**src/rtl/mem_arbiter_pkg.sv**
```systemverilog
// Shared definitions for the memory arbiter: FSM state encoding and the
// byte merge/extract helpers used for big-endian byte accesses.
package mem_arbiter_pkg;

  typedef enum logic [2:0] {
    IDLE,
    F_RD,
    F_DONE,
    D_RD,
    D_DONE,
    D_WR,
    RMW_RD,
    RMW_WR
  } state_t;

  // Big-endian: byte address bit 0 = 0 selects the high byte of the word.
  function automatic logic [15:0] rmw_merge(input logic [15:0] old_word,
                                            input logic [7:0]  wbyte,
                                            input logic        lo);
    return lo ? {old_word[15:8], wbyte} : {wbyte, old_word[7:0]};
  endfunction

  function automatic logic [15:0] byte_extract(input logic [15:0] word,
                                               input logic        lo);
    return lo ? {8'h00, word[7:0]} : {8'h00, word[15:8]};
  endfunction

endpackage

```
**src/rtl/mem_arbiter.sv**
```systemverilog
// Two-port (fetch/data) arbiter onto a single 16-bit word memory without byte
// enables; byte writes are done as read-modify-write.
module mem_arbiter
  import mem_arbiter_pkg::*;
#(
  parameter int ADDR_W = 16
) (
  input  logic              clk,
  input  logic              rst_n,
  input  logic              f_req,
  input  logic [ADDR_W-1:0] f_addr,
  output logic              f_ack,
  output logic [15:0]       f_rdata,
  input  logic              d_req,
  input  logic              d_we,
  input  logic              d_word,
  input  logic [ADDR_W-1:0] d_addr,
  input  logic [15:0]       d_wdata,
  output logic              d_ack,
  output logic [15:0]       d_rdata,
  output logic [ADDR_W-1:0] mem_addr_o,
  output logic              mem_re_o,
  output logic              mem_we_o,
  output logic [15:0]       mem_data_o,
  input  logic [15:0]       mem_data_i,
  output logic              busy
);

  state_t            state_reg;
  logic [ADDR_W-1:0] addr_reg;
  logic [15:0]       wdata_reg;
  logic              word_reg;

  // Requests are only looked at in IDLE; data port wins ties.
  always_ff @(posedge clk or negedge rst_n) begin
    if (!rst_n) begin
      state_reg <= IDLE;
      addr_reg  <= '0;
      wdata_reg <= '0;
      word_reg  <= 1'b0;
    end else begin
      case (state_reg)
        IDLE: begin
          if (d_req) begin
            addr_reg  <= d_addr;
            wdata_reg <= d_wdata;
            word_reg  <= d_word;
            if (!d_we)
              state_reg <= D_RD;
            else if (d_word)
              state_reg <= D_WR;
            else
              state_reg <= RMW_RD;
          end else if (f_req) begin
            addr_reg  <= f_addr;
            state_reg <= F_RD;
          end
        end
        F_RD:    state_reg <= F_DONE;
        D_RD:    state_reg <= D_DONE;
        RMW_RD:  state_reg <= RMW_WR;
        default: state_reg <= IDLE;
      endcase
    end
  end

  // Outputs decode from the state register only, so an async reset clears
  // them in the same instant the state returns to IDLE.
  always_comb begin
    f_ack      = 1'b0;
    f_rdata    = '0;
    d_ack      = 1'b0;
    d_rdata    = '0;
    mem_re_o   = 1'b0;
    mem_we_o   = 1'b0;
    mem_data_o = '0;
    case (state_reg)
      F_RD, D_RD, RMW_RD: mem_re_o = 1'b1;
      F_DONE: begin
        f_ack   = 1'b1;
        f_rdata = mem_data_i;
      end
      D_DONE: begin
        d_ack   = 1'b1;
        d_rdata = word_reg ? mem_data_i : byte_extract(mem_data_i, addr_reg[0]);
      end
      D_WR: begin
        mem_we_o   = 1'b1;
        mem_data_o = wdata_reg;
        d_ack      = 1'b1;
      end
      RMW_WR: begin
        mem_we_o   = 1'b1;
        mem_data_o = rmw_merge(mem_data_i, wdata_reg[7:0], addr_reg[0]);
        d_ack      = 1'b1;
      end
      default: ;
    endcase
  end

  assign mem_addr_o = addr_reg;
  assign busy       = (state_reg != IDLE);

endmodule

```
**config.mk**
```make
export PLATFORM = sky130hd
export DESIGN_NAME = mem_arbiter
export DESIGN_NICKNAME = d
export VERILOG_FILES = /design/src/rtl/mem_arbiter_pkg.sv /design/src/rtl/mem_arbiter.sv
export SDC_FILE = /design/constraint.sdc
export NUM_CORES = 1
export LEC_CHECK = 0
export BUFFER_PORTS_ARGS = -buffer_cell sky130_fd_sc_hd__buf_2
export CELL_PAD_IN_SITES_DETAIL_PLACEMENT = 1
export CELL_PAD_IN_SITES_GLOBAL_PLACEMENT = 1
export CORE_MARGIN = 1.5
export CORE_UTILIZATION = 31
export DETAILED_ROUTE_END_ITERATION = 6
export PLACE_DENSITY_LB_ADDON = 0.25
export RECOVER_POWER = 50
export SLEW_MARGIN = 20
export SYNTH_ARGS = -nofsm -noshare
export SYNTH_HDL_FRONTEND = slang
export SYNTH_SLANG_ARGS = --single-unit
export TNS_END_PERCENT = 50
```
**constraint.sdc**
```tcl
create_clock -name clk -period 1.7 [get_ports clk]
set_input_delay 0.34 -clock clk [delete_from_list [all_inputs] [get_ports clk]]
set_output_delay 0.34 -clock clk [all_outputs]
set_load 0.02 [all_outputs]
```
Word-level counts from Yosys, hierarchy flattened
Cells that the tools add are included.
{"block": "totals", "reg_bits": 36, "output_inout_bits": 69}
{"block": "op_classes", "n_eq_ne": 8, "mux": 17, "n_reduce_logical": 8}
{"cell": "16-bit two-way mux", "n": 6}
{"cell": "16-bit one-hot mux with 2 select lines", "n": 1}
{"cell": "3-bit == test, second input constant", "n": 4}
{"cell": "3-bit one-hot mux with 4 select lines", "n": 1}
{"cell": "3-bit two-way mux", "n": 3}
{"cell": "8-bit two-way mux", "n": 1}
{"cell": "3-bit by 2-bit == test with 1-bit output, second input constant", "n": 2}
{"cell": "3-bit OR reduction", "n": 2}
{"cell": "1-bit two-way mux", "n": 4}
{"cell": "2-bit AND reduction", "n": 2}
{"cell": "3-bit by 1-bit == test with 1-bit output, second input constant", "n": 1}
{"cell": "3-bit zero test", "n": 1}
{"cell": "3-bit inequality test, second input constant", "n": 1}
{"cell": "3-bit nonzero test", "n": 1}
{"cell": "2-bit two-way mux", "n": 1}
{"cell": "2-bit nonzero test", "n": 1}
{"cell": "2-bit OR reduction", "n": 1}

Logic depth before layout (Yosys ltp)
{"block": "depth", "ltp_word": 4, "depth_mapped": 6, "mapped_depth_nobuf": 3}

Least setup slack after synthesis
No wires, ideal clock.
{"block": "synth_timing", "path_kind": "register to output", "start": "register addr_reg[0], in the netlist mem_addr_o[0]", "end": "output port mem_data_o[14]", "arrival_ns": 1.559, "required_ns": 1.360, "slack_ns": -0.199, "path_stages_with_launch": 5, "n_path_buf": 2, "cell_sequence": "dfrtp_1 > buf_2 > buf_2 > mux2i_1 > a211oi_1"}
{"block": "synth_between", "elab_chain_cells": 2}
{"item": "from (decl)", "line": "mem_arbiter.sv:30", "text": "logic [ADDR_W-1:0] addr_reg;"}
{"item": "from (signal assigned)", "line": "mem_arbiter.sv:45", "text": "addr_reg <= d_addr;"}
{"item": "from (signal assigned)", "line": "mem_arbiter.sv:55", "text": "addr_reg <= f_addr;"}
{"item": "16-bit two-way mux", "line": "mem_arbiter_pkg.sv:20", "text": "return lo ? {old_word[15:8], wbyte} : {wbyte, old_word[7:0]};"}
{"item": "16-bit one-hot mux with 2 select lines", "line": "mem_arbiter.sv:77", "text": "case (state_reg)"}
{"item": "to (decl)", "line": "mem_arbiter.sv:24", "text": "output logic [15:0] mem_data_o,"}
No other way between the ends.

Worst setup path in the final report
{"block": "layout_timing", "start": "register addr_reg[0], in the netlist mem_addr_o[0]", "end": "output port mem_data_o[3]"}
The elaborated chain is that of the path after synthesis.

==> impl_summary.md <==
Final layout
Summing all non-filler instances in the final layout gives an area of 3860 um^2. The layout overhead on the synthesized area is 67.8%. The fraction of layout instances using a drive strength above 1 is 0.767. For this run, the post-layout net count is 443. The final cell utilization of the core is 0.535. Leaving out filler cells and counting taps, the final layout contains 473. The total inserted antenna cells is 0.

Fill cells in the final layout number 843.

GRT
The overall global routing resource usage is 0.194. Entering global routing, the biggest net connects 37 pins. The global-route wire length before repair is 11700 um. The via count of the first global-routing pass is 2342. After global routing the overflow that remains totals 0. The number of antenna violations at the first check in global routing is 0.

Die
The floorplan step defined a core boundary enclosing 7210 um^2. In this run the count of I/O pins placed on the die edge is 139. Measured along the y axis, the die boundary spans 89.1 um. The starting density of the core is 0.319. The overall die area is 7940 um^2.

The site row count is 31. The die is 89.1 um wide.

Detailed routing
The count of nets left with antenna violations once routing finished came out at 0. The routed length per placed instance is 17.1 um. The DRC violations left is 0. The number of DRC markers after the initial detailed-route iteration is 109. The total detailed-routing wirelength is 8100 um. The vias after detailed routing is 2271.

The detailed-routing iteration count for the pre-antenna-repair pass is 4. Using the TritonRoute via totals, the vias-per-cell ratio works out to 4.80.

Clock tree
The H-tree was split into 2 levels. The clock tree root driver cell is sky130_fd_sc_hd__clkbuf_8. The clock-pin slew on the worst setup and hold paths is 80 ps. Buffers inserted to repair hold after CTS numbered 0.

The tree built by TritonCTS fans out to 36 sinks. The clock latency of the later-clocked register in the worst-skew pair is 290 ps. The CTS buffer count is 5. The TritonCTS clock tree is built.

The maximum clock insertion buffer count is 2.

Logic synthesis
The count of flip-flops with a built-in enable after synthesis is 0. During synthesis, Yosys emitted a total of 0 warnings. Synthesis inferred 36 register bits. Averaged over all synthesized cells, the footprint is 10.6 um^2. Synthesis produced 216 cells.

The synthesized netlist contains 25 unique library cells. The net count after synthesis is 286. The share of the Yosys chip area taken by registers is 0.392. Of all flip-flops after synthesis, the portion carrying an async set or reset was 1.00. In the post-synthesis netlist, the biggest area contributors are sky130_fd_sc_hd__dfrtp_1 39%, sky130_fd_sc_hd__mux2_2 19%, sky130_fd_sc_hd__mux2i_1 7.0%. The dominant synthesized flop cell is sky130_fd_sc_hd__dfrtp_1. The cell taking the most area after synthesis is sky130_fd_sc_hd__dfrtp_1. The area of the mapped netlist is 2300 um^2. The area share of the largest cell type after synthesis is 0.392.

Critical path
The largest fanout on the critical path is 8. The class of the most critical setup path is register to primary output. The critical path launch point type is a register. The data required time at the worst endpoint is 1360 ps. The critical path endpoint category is a primary output.

The endpoint arrival time on the critical path is 1530 ps.

Power and ir drop
The static leakage is 1.94 nW. IR analysis of the VDD net gives a maximum drop of 0.650 mV. Dividing total power by cell area gives a power density of 1820 nW/um^2.

Min path
The type of the worst min-delay path is input pin to async pin.

Placement
In this run, placement finished with an instance count of 455. The minimum setup slack after placement is -10.8 ps. Once placement finished, the instance area stood at 3210 um^2. In this run the tool buffered the top-level ports with 138 buffer cells. The congestion estimate from routability-driven global placement came to 0.872. Summed over all nets, the half-perimeter wirelength after detailed placement is 5660 um.

Timing
The hold violation total from the final report came to 0. At the pin with the least slew margin, the transition time is 950 ps. Setup repair after global routing could not meet its margin everywhere. The worst setup slack after layout is -175 ps. In this run the tightest slew margin relative to its limit is 0.367. The worst clock skew on the final layout is 6.78 ps. Setup violations remaining at the end of the flow were counted as 54. The highest achievable clock rate is 0.533 GHz. The final max-slew violation count came to 0. Dividing the final minimum period by the clock period gives 1.10. Summed over all failing endpoints, the final setup total negative slack is -5210 ps. The final critical delay including setup and external delays is 1870 ps.

Run
The number of max-cap violations is 0.

Run status
The checks that failed: setup timing. The flow ran to the end, but the final reports show violations.
[cells in the mapped netlist, drive strengths merged, types with 3 or more instances]
cell type	count
a211oi	8
o21ai	11
and3	8
mux2	49
mux2i	16
nand2	13
dfrtp	36
nor2	20
a21oi	9
buf	12
and2	19
clkbuf	4
inv	3
[placed cells by master, fill, tap and decap left out, types with 4 or more instances in the layout]
cell type and n:
sky130_fd_sc_hd__mux2_2 31, sky130_fd_sc_hd__o21ai_0 5, sky130_fd_sc_hd__dfrtp_1 31, sky130_fd_sc_hd__mux2i_2 5
sky130_fd_sc_hd__nand2_1 7, sky130_fd_sc_hd__nand2_2 4, sky130_fd_sc_hd__buf_4 35, sky130_fd_sc_hd__nor2_1 10
sky130_fd_sc_hd__dfrtp_2 5, sky130_fd_sc_hd__mux2_4 18, sky130_fd_sc_hd__clkbuf_8 7, sky130_fd_sc_hd__and2_4 18
sky130_fd_sc_hd__buf_2 95, sky130_fd_sc_hd__a21oi_2 7, sky130_fd_sc_hd__buf_6 31, sky130_fd_sc_hd__a211oi_2 6
sky130_fd_sc_hd__nor2_2 8, sky130_fd_sc_hd__mux2i_1 11, sky130_fd_sc_hd__o21ai_1 4, sky130_fd_sc_hd__and3_1 8
[per-stage QoR]
step           hold slack, ps  power [mW]
2_1_floorplan            44.4        4.04
3_3_place_gp              416        5.06
3_5_place_dp              421        5.14
4_1_cts                   109        6.74
5_1_grt                   273        7.45
6_report                  266        7.03
[area by class of cell]
class	count	area, um^2	share of cell area
clock inverter	1	30.0	0.00778
multi-input combinational	161	1510	0.391
tap	99	124	0.0321
inverter	3	13.8	0.00357
timing repair buffer	166	1180	0.306
clock buffer	7	96.3	0.0250
sequential	36	907	0.235
[power breakdown]
group / leakage [nW] / switching (mW) / internal, mW
logic: 1.45 / 2.21 / 2.31
registers: 0.419 / 0.363 / 1.31
clock network: 0.0645 / 0.322 / 0.518
total: 1.94 / 2.89 / 4.14
[layer usage]
| metal | vias up | global-route usage | share of wire |
|---|---|---|---|
| met1 | 1130 | 0.246 | 0.42 |
| met3 | 7 | 0.0268 | 0.045 |
| met5 | - | 0 | 0 |
| met4 | 0 | 0.0378 | 0.011 |
| met2 | 64 | 0.353 | 0.52 |
| li1 | 1070 | - | - |
[critical path, cell delays in order, from the launching register on]
cell                       delay (ps)
sky130_fd_sc_hd__dfrtp_2          450
sky130_fd_sc_hd__nand2b_1         190
sky130_fd_sc_hd__buf_12           160
sky130_fd_sc_hd__mux2i_1          230
sky130_fd_sc_hd__nor2_2            50
sky130_fd_sc_hd__buf_2            160
[kinds of logic after synthesis]
kind of cell / Yosys count / share of synthesized area
multiplexers: 65 / 0.326
AND/OR/NAND/NOR: 64 / 0.143
flip-flops: 36 / 0.392
AO/OA/AOI/OAI: 31 / 0.0794
buffers and inverters: 19 / 0.0560
XOR/XNOR: 1 / 0.00381
[path summary, 6_finish.rpt]
check	from	end	slack, ps	cells after the start
setup / recovery	mem_addr_o[0]	mem_data_o[3]	-170	5
hold / removal	rst_n	wdata_reg[0]	270	2
setup reg to reg	state_reg[1]	wdata_reg[8]	-40	4
hold reg to reg	mem_addr_o[9]	mem_addr_o[9]	510	1
max in group asynchronous	rst_n	state_reg[2]	770	2
min in group clk	d_wdata[3]	wdata_reg[3]	280	2
[timing repair]
item / 4_1_cts / 5_1_grt
gates cloned: 3 / 0
pin swaps: 17 / 19
endpoints found under the setup margin: 50 / 84
buffers inserted: 5 / 2
gates resized for setup: 99 / 45
Power figures use the tool's default switching activity.
